==> src/rtl/lsu.sv <==
// Load/store unit: turns one decoded load or store into a single bus
// transaction and returns a completion pulse with an optional load result.
//
// Parameters
//   TIMEOUT      cycles mem_req_o may be held without mem_ack_i (1..255)
//
// Ports
//   clk_i        clock, all state changes on the rising edge
//   rst_i        synchronous active-high reset
//   ls_i         load/store request from the decoder, sampled only in idle
//   mem_read_i   load select
//   mem_write_i  store select
//   funct3_i     access size/sign: 000 B, 001 H, 010 W, 100 BU, 101 HU
//   addr_i       effective byte address
//   wdata_i      store data
//   rd_i         load destination register
//   mem_req_o    bus request, held until ack or timeout
//   mem_we_o     bus write enable
//   mem_addr_o   word-aligned bus address
//   mem_be_o     bus byte enables
//   mem_wdata_o  lane-replicated store data
//   mem_ack_i    bus completion, mem_rdata_i valid in the same cycle
//   mem_rdata_i  bus read word
//   busy_o       high while a transaction is in flight or completing
//   done_o       one-cycle completion pulse
//   err_o        with done_o: misaligned, illegal or timed out
//   reg_write_o  with done_o: successful load, write rd_o
//   rd_o         latched destination register
//   rdata_o      extended load result, held after done_o
module lsu #(
  parameter int unsigned TIMEOUT = 255
) (
  input  logic        clk_i,
  input  logic        rst_i,
  input  logic        ls_i,
  input  logic        mem_read_i,
  input  logic        mem_write_i,
  input  logic [2:0]  funct3_i,
  input  logic [31:0] addr_i,
  input  logic [31:0] wdata_i,
  input  logic [4:0]  rd_i,
  output logic        mem_req_o,
  output logic        mem_we_o,
  output logic [31:0] mem_addr_o,
  output logic [3:0]  mem_be_o,
  output logic [31:0] mem_wdata_o,
  input  logic        mem_ack_i,
  input  logic [31:0] mem_rdata_i,
  output logic        busy_o,
  output logic        done_o,
  output logic        err_o,
  output logic        reg_write_o,
  output logic [4:0]  rd_o,
  output logic [31:0] rdata_o
);

  typedef enum logic [1:0] {StIdle, StBus, StDone} state_t;

  // Count value on the last permitted un-acked request cycle.
  localparam logic [7:0] TimeoutLast = 8'(TIMEOUT - 1);

  state_t      state;
  logic [7:0]  tmo_cnt;
  logic [2:0]  f3;
  logic [1:0]  ofs;

  logic        illegal;
  logic        misaligned;
  logic [3:0]  be_next;
  logic [31:0] wdata_next;
  logic [31:0] rshift;
  logic [31:0] load_ext;

  // Request decode, evaluated on the incoming decoder fields.
  always_comb begin
    illegal = (mem_read_i == mem_write_i);
    if (mem_write_i) begin
      if (funct3_i != 3'b000 && funct3_i != 3'b001 && funct3_i != 3'b010) illegal = 1'b1;
    end else begin
      if (funct3_i == 3'b011 || funct3_i == 3'b110 || funct3_i == 3'b111) illegal = 1'b1;
    end

    misaligned = ((funct3_i[1:0] == 2'b01) && addr_i[0]) ||
                 ((funct3_i[1:0] == 2'b10) && (addr_i[1:0] != 2'b00));

    be_next    = 4'b1111;
    wdata_next = wdata_i;
    case (funct3_i[1:0])
      2'b00: begin
        be_next    = 4'b0001 << addr_i[1:0];
        wdata_next = {4{wdata_i[7:0]}};
      end
      2'b01: begin
        be_next    = addr_i[1] ? 4'b1100 : 4'b0011;
        wdata_next = {2{wdata_i[15:0]}};
      end
      default: begin
        be_next    = 4'b1111;
        wdata_next = wdata_i;
      end
    endcase
  end

  // Load result: move the addressed lane down to bit 0, then extend.
  always_comb begin
    rshift   = mem_rdata_i >> {ofs, 3'b000};
    load_ext = rshift;
    case (f3)
      3'b000:  load_ext = {{24{rshift[7]}}, rshift[7:0]};
      3'b001:  load_ext = {{16{rshift[15]}}, rshift[15:0]};
      3'b100:  load_ext = {24'h000000, rshift[7:0]};
      3'b101:  load_ext = {16'h0000, rshift[15:0]};
      default: load_ext = rshift;
    endcase
  end

  always_ff @(posedge clk_i) begin
    if (rst_i) begin
      state       <= StIdle;
      tmo_cnt     <= 8'd0;
      f3          <= 3'd0;
      ofs         <= 2'd0;
      mem_req_o   <= 1'b0;
      mem_we_o    <= 1'b0;
      mem_addr_o  <= 32'd0;
      mem_be_o    <= 4'd0;
      mem_wdata_o <= 32'd0;
      busy_o      <= 1'b0;
      done_o      <= 1'b0;
      err_o       <= 1'b0;
      reg_write_o <= 1'b0;
      rd_o        <= 5'd0;
      rdata_o     <= 32'd0;
    end else begin
      // Completion flags are pulses; only the transitions below raise them.
      done_o      <= 1'b0;
      err_o       <= 1'b0;
      reg_write_o <= 1'b0;

      case (state)
        StIdle: begin
          if (ls_i) begin
            f3          <= funct3_i;
            ofs         <= addr_i[1:0];
            rd_o        <= rd_i;
            mem_we_o    <= mem_write_i;
            mem_addr_o  <= {addr_i[31:2], 2'b00};
            mem_be_o    <= be_next;
            mem_wdata_o <= wdata_next;
            tmo_cnt     <= 8'd0;
            busy_o      <= 1'b1;
            if (illegal || misaligned) begin
              // Rejected without touching the bus.
              state  <= StDone;
              done_o <= 1'b1;
              err_o  <= 1'b1;
            end else begin
              state     <= StBus;
              mem_req_o <= 1'b1;
            end
          end
        end

        StBus: begin
          // Ack takes priority over a timeout expiring in the same cycle.
          if (mem_ack_i) begin
            state     <= StDone;
            mem_req_o <= 1'b0;
            done_o    <= 1'b1;
            if (!mem_we_o) begin
              reg_write_o <= 1'b1;
              rdata_o     <= load_ext;
            end
          end else if (tmo_cnt == TimeoutLast) begin
            state     <= StDone;
            mem_req_o <= 1'b0;
            done_o    <= 1'b1;
            err_o     <= 1'b1;
          end else begin
            tmo_cnt <= tmo_cnt + 8'd1;
          end
        end

        StDone: begin
          state  <= StIdle;
          busy_o <= 1'b0;
        end

        default: begin
          state     <= StIdle;
          mem_req_o <= 1'b0;
          busy_o    <= 1'b0;
        end
      endcase
    end
  end

endmodule

==> config.mk <==
export PLATFORM = sky130hd
export DESIGN_NAME = lsu
export DESIGN_NICKNAME = d
export VERILOG_FILES = /design/src/rtl/lsu.sv
export SDC_FILE = /design/constraint.sdc
export NUM_CORES = 1
export LEC_CHECK = 0
export CAP_MARGIN = 20
export CORE_MARGIN = 2
export CORE_UTILIZATION = 44
export CTS_CLUSTER_DIAMETER = 150
export DETAILED_ROUTE_END_ITERATION = 6
export PLACE_DENSITY = 0.78
export SYNTH_ARGS = -nofsm -noshare
export SYNTH_HDL_FRONTEND = slang
export SYNTH_SLANG_ARGS = --single-unit
==> constraint.sdc <==
create_clock -name clk_i -period 1.98 [get_ports clk_i]
set_input_delay 0.396 -clock clk_i [delete_from_list [all_inputs] [get_ports clk_i]]
set_output_delay 0.396 -clock clk_i [all_outputs]
set_load 0.02 [all_outputs]
==> impl_metrics.json, run 1 <==
{
  "clock_skew_ns": 0.00709,
  "final.min_clock_period_ns": 1.89,
  "max_freq_mhz": 530,
  "whs_ns": 0.433,
  "share_of_post_route_cells_with_drive_strength_above_1": 0.0958,
  "timing.final.setup_violations": 0,
  "tightest_slew_ns": 0.732,
  "post_drt_wl_per_cell_um": 16.6,
  "drcViolationCount": 0,
  "synth_warnings": 0,
  "grt_max_degree": 48,
  "worst_path_max_delay_cell": "sky130_fd_sc_hd__clkdlybuf4s50_1",
  "layout.filler_cells": 1012,
  "cts_resized": 0,
  "weighted_congestion_reported_at_the_end_of_routability_driven_placement": 0.857,
  "boundaryPins": 221,
  "cellPowerDensity_mw_per_mm2": 811,
  "netlist_instances": 678,
  "first_pass_iters": 6,
  "power.static_leakage_nw": 3.15,
  "layout.nets": 998,
  "antenna_left": 0,
  "r2r.worst_path.cells": 4,
  "dieWidth_um": 117,
  "initial_utilization": 0.448,
  "final-max-slew-violation-count": 0,
  "post_cts.repair.setup_buffers": 0,
  "track_usage": 0.260,
  "fp.dieArea_mm2": 0.0137,
  "holdPathStages": 2,
  "postRouteWirelength_um": 17800,
  "holdCritPathClass": "input pin to register",
  "criticalPathCategory": "register to primary output",
  "port_buffers": 218,
  "cts_made_buffers": 17,
  "placement_rows": 41,
  "route.vias.total": 5700,
  "status": "complete, no violations",
  "tritoncts_clock_tree": "done",
  "core_region_area_mm2": 0.0125,
  "synth.yosys.seq_area_share": 0.442,
  "cts.clk_slew.worst_paths_ns": 0.06,
  "mappedNetlistArea_mm2": 0.00561,
  "placement.setup.worst_slack_ns": 0.00620,
  "post_synth.cell_area_avg_um2": 8.27,
  "top_reg_cell_synth": "sky130_fd_sc_hd__dfxtp_1",
  "worstPathBufferInverterCount": 1,
  "worst_ir_drop_vdd_mv": 0.706,
  "max_cap_violations": 0,
  "grt.overflow.total": 0,
  "worst-endpoint-required_ns": 1.58,
  "post_layout_worst_setup_margin_ns": 0.0948,
  "p_total_w": 0.00696,
  "finalSetupTns_ns": 0,
  "drt_iter0_drc": 439,
  "synthArstFlopShare": 0,
  "synth_edf_count": 0,
  "crit_arrival_ns": 1.49,
  "post_synth_num_cell_types": 46,
  "stages_on_worst_setup_path": 1,
  "ys_seq_elements": 124,
  "grt_pass1_vias": 5662,
  "dp.final_hpwl_um": 13100,
  "crit_path_max_fanout": 4,
  "syn_to_final_growth_pct": 53.0,
  "final_cell_mix": "sky130_fd_sc_hd__clkdlybuf4s50_1 (217), sky130_fd_sc_hd__nand2_1 (156), sky130_fd_sc_hd__dfxtp_1 (124), sky130_fd_sc_hd__a21oi_1 (99), sky130_fd_sc_hd__nor2_1 (53)",
  "cts.root.buffer_cell": "sky130_fd_sc_hd__clkbuf_16",
  "drt-vias-per-instance": 5.33,
  "cts-htree-levels": 4,
  "worst_rel_slew_slack": 0.511,
  "timing_hold_violations_final": 0,
  "critical-path-max-stage-delay_ns": 0.65,
  "global_route_wire_length_before_repair_um": 27500,
  "end_kind": "primary output",
  "clockBufferDepth": 2,
  "insertedDiodeCount": 0,
  "cp-start-kind": "register",
  "postCtsHoldBufs": 0,
  "worstSkewPairLatency_ns": 0.41,
  "crit_path_cell_trace": "clkdlybuf4s50_1",
  "min_period_over_period": 0.952,
  "height_of_the_die_um": 117,
  "antenna_found_initial": 0,
  "tritoncts_num_sinks": 124,
  "grt_setup_unrepaired": "false",
  "path_delay_family": "buffers and inverters",
  "mostFrequentLayoutCell": "sky130_fd_sc_hd__clkdlybuf4s50_1"
}
==> layer usage <==
layer  vias to the layer above  track usage  part of all wire
met5                         -            0                 0
met4                         0        0.113             0.030
met3                        38        0.116              0.10
met2                       248        0.446              0.48
met1                      2659        0.276              0.39
li1                       2755            -                 -
==> cell usage after synthesis (all sizes together) (2+ instances only) <==
cell type,count,area (um2)
o211ai,8,73.8
a311oi,9,78.8
dfxtp,124,2480
or3,7,43.8
o21ai,21,105
ha,2,25.0
a211oi,28,265
clkbuf,22,83.8
nand4,2,12.5
mux2i,41,410
buf,37,234
nor3b,2,26.3
nor3,12,60.1
o22ai,3,18.8
a21oi,99,495
nor2,53,199
inv,5,18.8
o2bb2ai,8,70.1
nand3,3,15.0
nor2b,7,43.8
or2,2,12.5
mux2,9,101
a22oi,2,15.0
nand2b,3,18.8
nand2,157,589
==> power breakdown <==
group	total (W)	switching (W)	internal [W]
sequential	0.00273	0.0000948	0.00264
clock	0.00288	0.00107	0.00181
combinational	0.00136	0.000691	0.000665
total	0.00696	0.00185	0.00511
==> area by class of cell <==
type                    instances  area [um2]  share of cell area
multi-input cells             491        2810               0.328
repair buffers                247        2510               0.292
flip-flops and latches        124        2480               0.289
clock buffers                  24         482              0.0561
well taps                     172         215              0.0251
clock inverters                 7        65.1             0.00758
inverters                       5        18.8             0.00219
==> per-stage QoR <==
step	std cells	util	cell area [um2]
3_3_place_gp	1039	0.642	8040
6_report	1070	0.686	8590
5_1_grt	1070	0.686	8590
4_1_cts	1070	0.686	8590
2_1_floorplan	679	-	5610
3_5_place_dp	1039	0.642	8040
==> final timing paths <==
check | slack, ns | to | start
worst min-delay path | 0.43 | busy_o$_SDFFE_PP0P_ | rst_i
worst max register to register | 0.22 | rdata_o[8]$_SDFFE_PP0P_ | ofs[0]$_SDFFE_PP0P_
worst min register to register | 0.45 | mem_addr_o[19]$_SDFFE_PP0P_ | mem_addr_o[19]$_SDFFE_PP0P_
worst max-delay path | 0.09 | mem_we_o | mem_we_o$_SDFFE_PP0P_
==> sequential cells by signal (all words and copies together), names as in the netlist <==
| name | count |
|---|---|
| mem_wdata_o | 32 |
| rdata_o | 32 |
| reg_write_o | 1 |
| mem_we_o | 1 |
| mem_be_o | 4 |
| ofs | 2 |
| busy_o | 1 |
| done_o | 1 |
| mem_req_o | 1 |
| tmo_cnt | 8 |
| rd_o | 5 |
| f3 | 3 |
| err_o | 1 |
| mem_addr_o | 30 |
| state | 2 |
==> cells by family (layout without fill, tap and decap cells) <==
logic type,Yosys count,count (layout),synth area share
flops,124,124,0.442
fa+ha+maj,2,2,0.00446
simple gates,253,253,0.190
other cells,1,2,0.000668
buf+inv,64,283,0.0600
mux,51,51,0.0952
xor+xnor,1,1,0.00156
compound gates,182,182,0.206
(Power assumes the default switching activity.)
==> inputs of run 2 (changes only) <==
--- a/config.mk
+++ b/config.mk
@@ -10,6 +10,7 @@
 export CORE_UTILIZATION = 44
 export CTS_CLUSTER_DIAMETER = 150
 export DETAILED_ROUTE_END_ITERATION = 6
+export GPL_TIMING_DRIVEN = 0
 export PLACE_DENSITY = 0.78
 export SYNTH_ARGS = -nofsm -noshare
 export SYNTH_HDL_FRONTEND = slang
==> run 2 against run 1 <==
Flip-flop and latch count unchanged; cell count increased by 2.8%; sequential power about the same; fmax increased by 3.8%; die area unchanged; clock skew decreased by 0.00097 ns; register-to-register slack improved by 0.04 ns; count of clock-buffer cells in the layout increased by 2; sequential share of layout area decreased by 0.23 points; clock power increased by 20%; via count increased by 0.26%; largest power group unchanged.
==> impl_metrics.json, run 2 (synthesized netlist as in run 1, its figures left out) <==
{
  "drcViolationCount": 0,
  "setup.worst_path.start": "mem_wdata_o[11]$_SDFFE_PP0P_",
  "path_delay_family": "buffers and inverters",
  "initial_utilization": 0.448,
  "cts.clk_slew.worst_paths_ns": 0.06,
  "min_period_over_period": 0.918,
  "tritoncts_clock_tree": "done",
  "drt_iter0_drc": 352,
  "cellPowerDensity_mw_per_mm2": 870,
  "final-max-slew-violation-count": 0,
  "post_drt_wl_per_cell_um": 17.0,
  "tritoncts_num_sinks": 124,
  "worst_ir_drop_vdd_mv": 0.677,
  "timing.final.setup_violations": 0,
  "port_buffers": 217,
  "boundaryPins": 221,
  "clock_skew_ns": 0.00613,
  "first_pass_iters": 4,
  "timing_hold_violations_final": 0,
  "crit_path_cell_trace": "clkdlybuf4s50_1",
  "core_region_area_mm2": 0.0125,
  "worstSkewPairLatency_ns": 0.42,
  "power.static_leakage_nw": 3.21,
  "track_usage": 0.272,
  "seqPwrFrac": 0.360,
  "drt-vias-per-instance": 5.20,
  "cts_made_buffers": 17,
  "worst-endpoint-required_ns": 1.58,
  "max_freq_mhz": 550,
  "antenna_left": 0,
  "holdCritPathClass": "register to register",
  "power_switching_share": 0.251,
  "tightest_slew_ns": 0.727,
  "cp-start-kind": "register",
  "timing.rr.start": "state[1]$_SDFFE_PP0P_",
  "crit_end": "mem_wdata_o[11]",
  "fp.dieArea_mm2": 0.0137,
  "final.min_clock_period_ns": 1.82,
  "route.vias.total": 5715,
  "biggestRegsByFlops": "mem_wdata_o x32, rdata_o x32, mem_addr_o x30",
  "postCtsHoldBufs": 0,
  "combinational_cell_fraction_of_total_power": 0.182,
  "final_cell_mix": "sky130_fd_sc_hd__clkdlybuf4s50_1 (217), sky130_fd_sc_hd__nand2_1 (157), sky130_fd_sc_hd__dfxtp_1 (124), sky130_fd_sc_hd__a21oi_1 (99), sky130_fd_sc_hd__nor2_1 (53)",
  "seqCellArea_mm2": 0.00248,
  "grt_pass1_vias": 5395,
  "clock_power_share": 0.458,
  "worst-r2r-setup-slack_ns": 0.26,
  "worst_rel_slew_slack": 0.516,
  "r2r_end": "mem_wdata_o[31]$_SDFFE_PP0P_",
  "status": "complete, no violations",
  "layout.filler_cells": 1029,
  "height_of_the_die_um": 117,
  "power.internal_w": 0.00565,
  "criticalPathCategory": "register to primary output",
  "placement.setup.worst_slack_ns": -0.152,
  "crit_path_max_fanout": 2,
  "antenna_found_initial": 0,
  "syn_to_final_growth_pct": 54.3,
  "mostFrequentLayoutCell": "sky130_fd_sc_hd__clkdlybuf4s50_1",
  "share_of_post_route_cells_with_drive_strength_above_1": 0.0959,
  "r2r.worst_path.cells": 6,
  "weighted_congestion_reported_at_the_end_of_routability_driven_placement": 0.872,
  "cts_resized": 0,
  "critical-path-max-stage-delay_ns": 0.63,
  "placement_rows": 41,
  "max_cap_violations": 0,
  "multi_input_combinational_cell_area_mm2": 0.00280,
  "reported_net_switching_power_w": 0.00189,
  "dieWidth_um": 117,
  "clockBufferDepth": 2,
  "crit_arrival_ns": 1.42,
  "dpl_cell_area_mm2": 0.00800,
  "insertedDiodeCount": 0,
  "postRouteWirelength_um": 18700,
  "end_kind": "primary output",
  "cts.root.buffer_cell": "sky130_fd_sc_hd__clkbuf_16",
  "cts-htree-levels": 4,
  "stages_on_worst_setup_path": 1,
  "p_total_w": 0.00753,
  "grt_max_degree": 17,
  "whs_ns": 0.452,
  "worstPathBufferInverterCount": 1,
  "dp.final_hpwl_um": 13900,
  "layout.nets": 1027,
  "finish.instance_area_mm2": 0.00866,
  "post_layout_worst_setup_margin_ns": 0.163,
  "grt_setup_unrepaired": "false",
  "grt.overflow.total": 0,
  "global_route_wire_length_before_repair_um": 28100,
  "post_cts.repair.setup_buffers": 0,
  "worst_path_max_delay_cell": "sky130_fd_sc_hd__clkdlybuf4s50_1",
  "final_core_occ": 0.692
}
[run 2: per-stage QoR]
step,TNS (ns),cells
final,0,1100
after global routing,0,1100
after CTS,0,1100
after detailed placement,-8.59,1068
after global placement,-5.98,1068
after floorplan,0,679
[run 2: area by class of cell]
cell class / count / area share
inverter: 5 / 0.00217
timing repair buffer: 217 / 0.251
multi-input combinational: 491 / 0.323
tap: 172 / 0.0249
clock buffer: 26 / 0.0577
buffer: 59 / 0.0367
clock inverter: 6 / 0.0179
sequential: 124 / 0.287
[run 2: per-layer routing]
metal | GRT usage | share of wire
met5 | 0 | 0
met2 | 0.429 | 0.45
met4 | 0.119 | 0.028
met3 | 0.115 | 0.11
met1 | 0.326 | 0.42
[run 2: worst min-delay path by stage]
stage                     slack (ns)  cells past startpoint                         start                            to
after floorplan                 0.44                      2       tmo_cnt[7]$_SDFFE_PP0P_       tmo_cnt[7]$_SDFFE_PP0P_
after global placement          0.44                      2    mem_addr_o[3]$_SDFFE_PP0P_    mem_addr_o[3]$_SDFFE_PP0P_
after detailed placement        0.45                      2  mem_wdata_o[26]$_SDFFE_PP0P_  mem_wdata_o[26]$_SDFFE_PP0P_
after CTS                       0.45                      2  mem_wdata_o[26]$_SDFFE_PP0P_  mem_wdata_o[26]$_SDFFE_PP0P_
after global routing            0.47                      2   mem_addr_o[13]$_SDFFE_PP0P_   mem_addr_o[13]$_SDFFE_PP0P_
final                           0.45                      2    mem_addr_o[2]$_SDFFE_PP0P_    mem_addr_o[2]$_SDFFE_PP0P_
[run 2: power by group through the flow]
| stage | registers, W | logic (W) | clock network [W] |
|---|---|---|---|
| detailed placement | 0.00277 | 0.00136 | 0 |
| global route | 0.00273 | 0.00147 | 0.00361 |
| floorplan | 0.00291 | 0.000539 | 0 |
| finish | 0.00272 | 0.00137 | 0.00345 |
| global placement | 0.00276 | 0.00135 | 0 |
| CTS | 0.00271 | 0.00137 | 0.00349 |
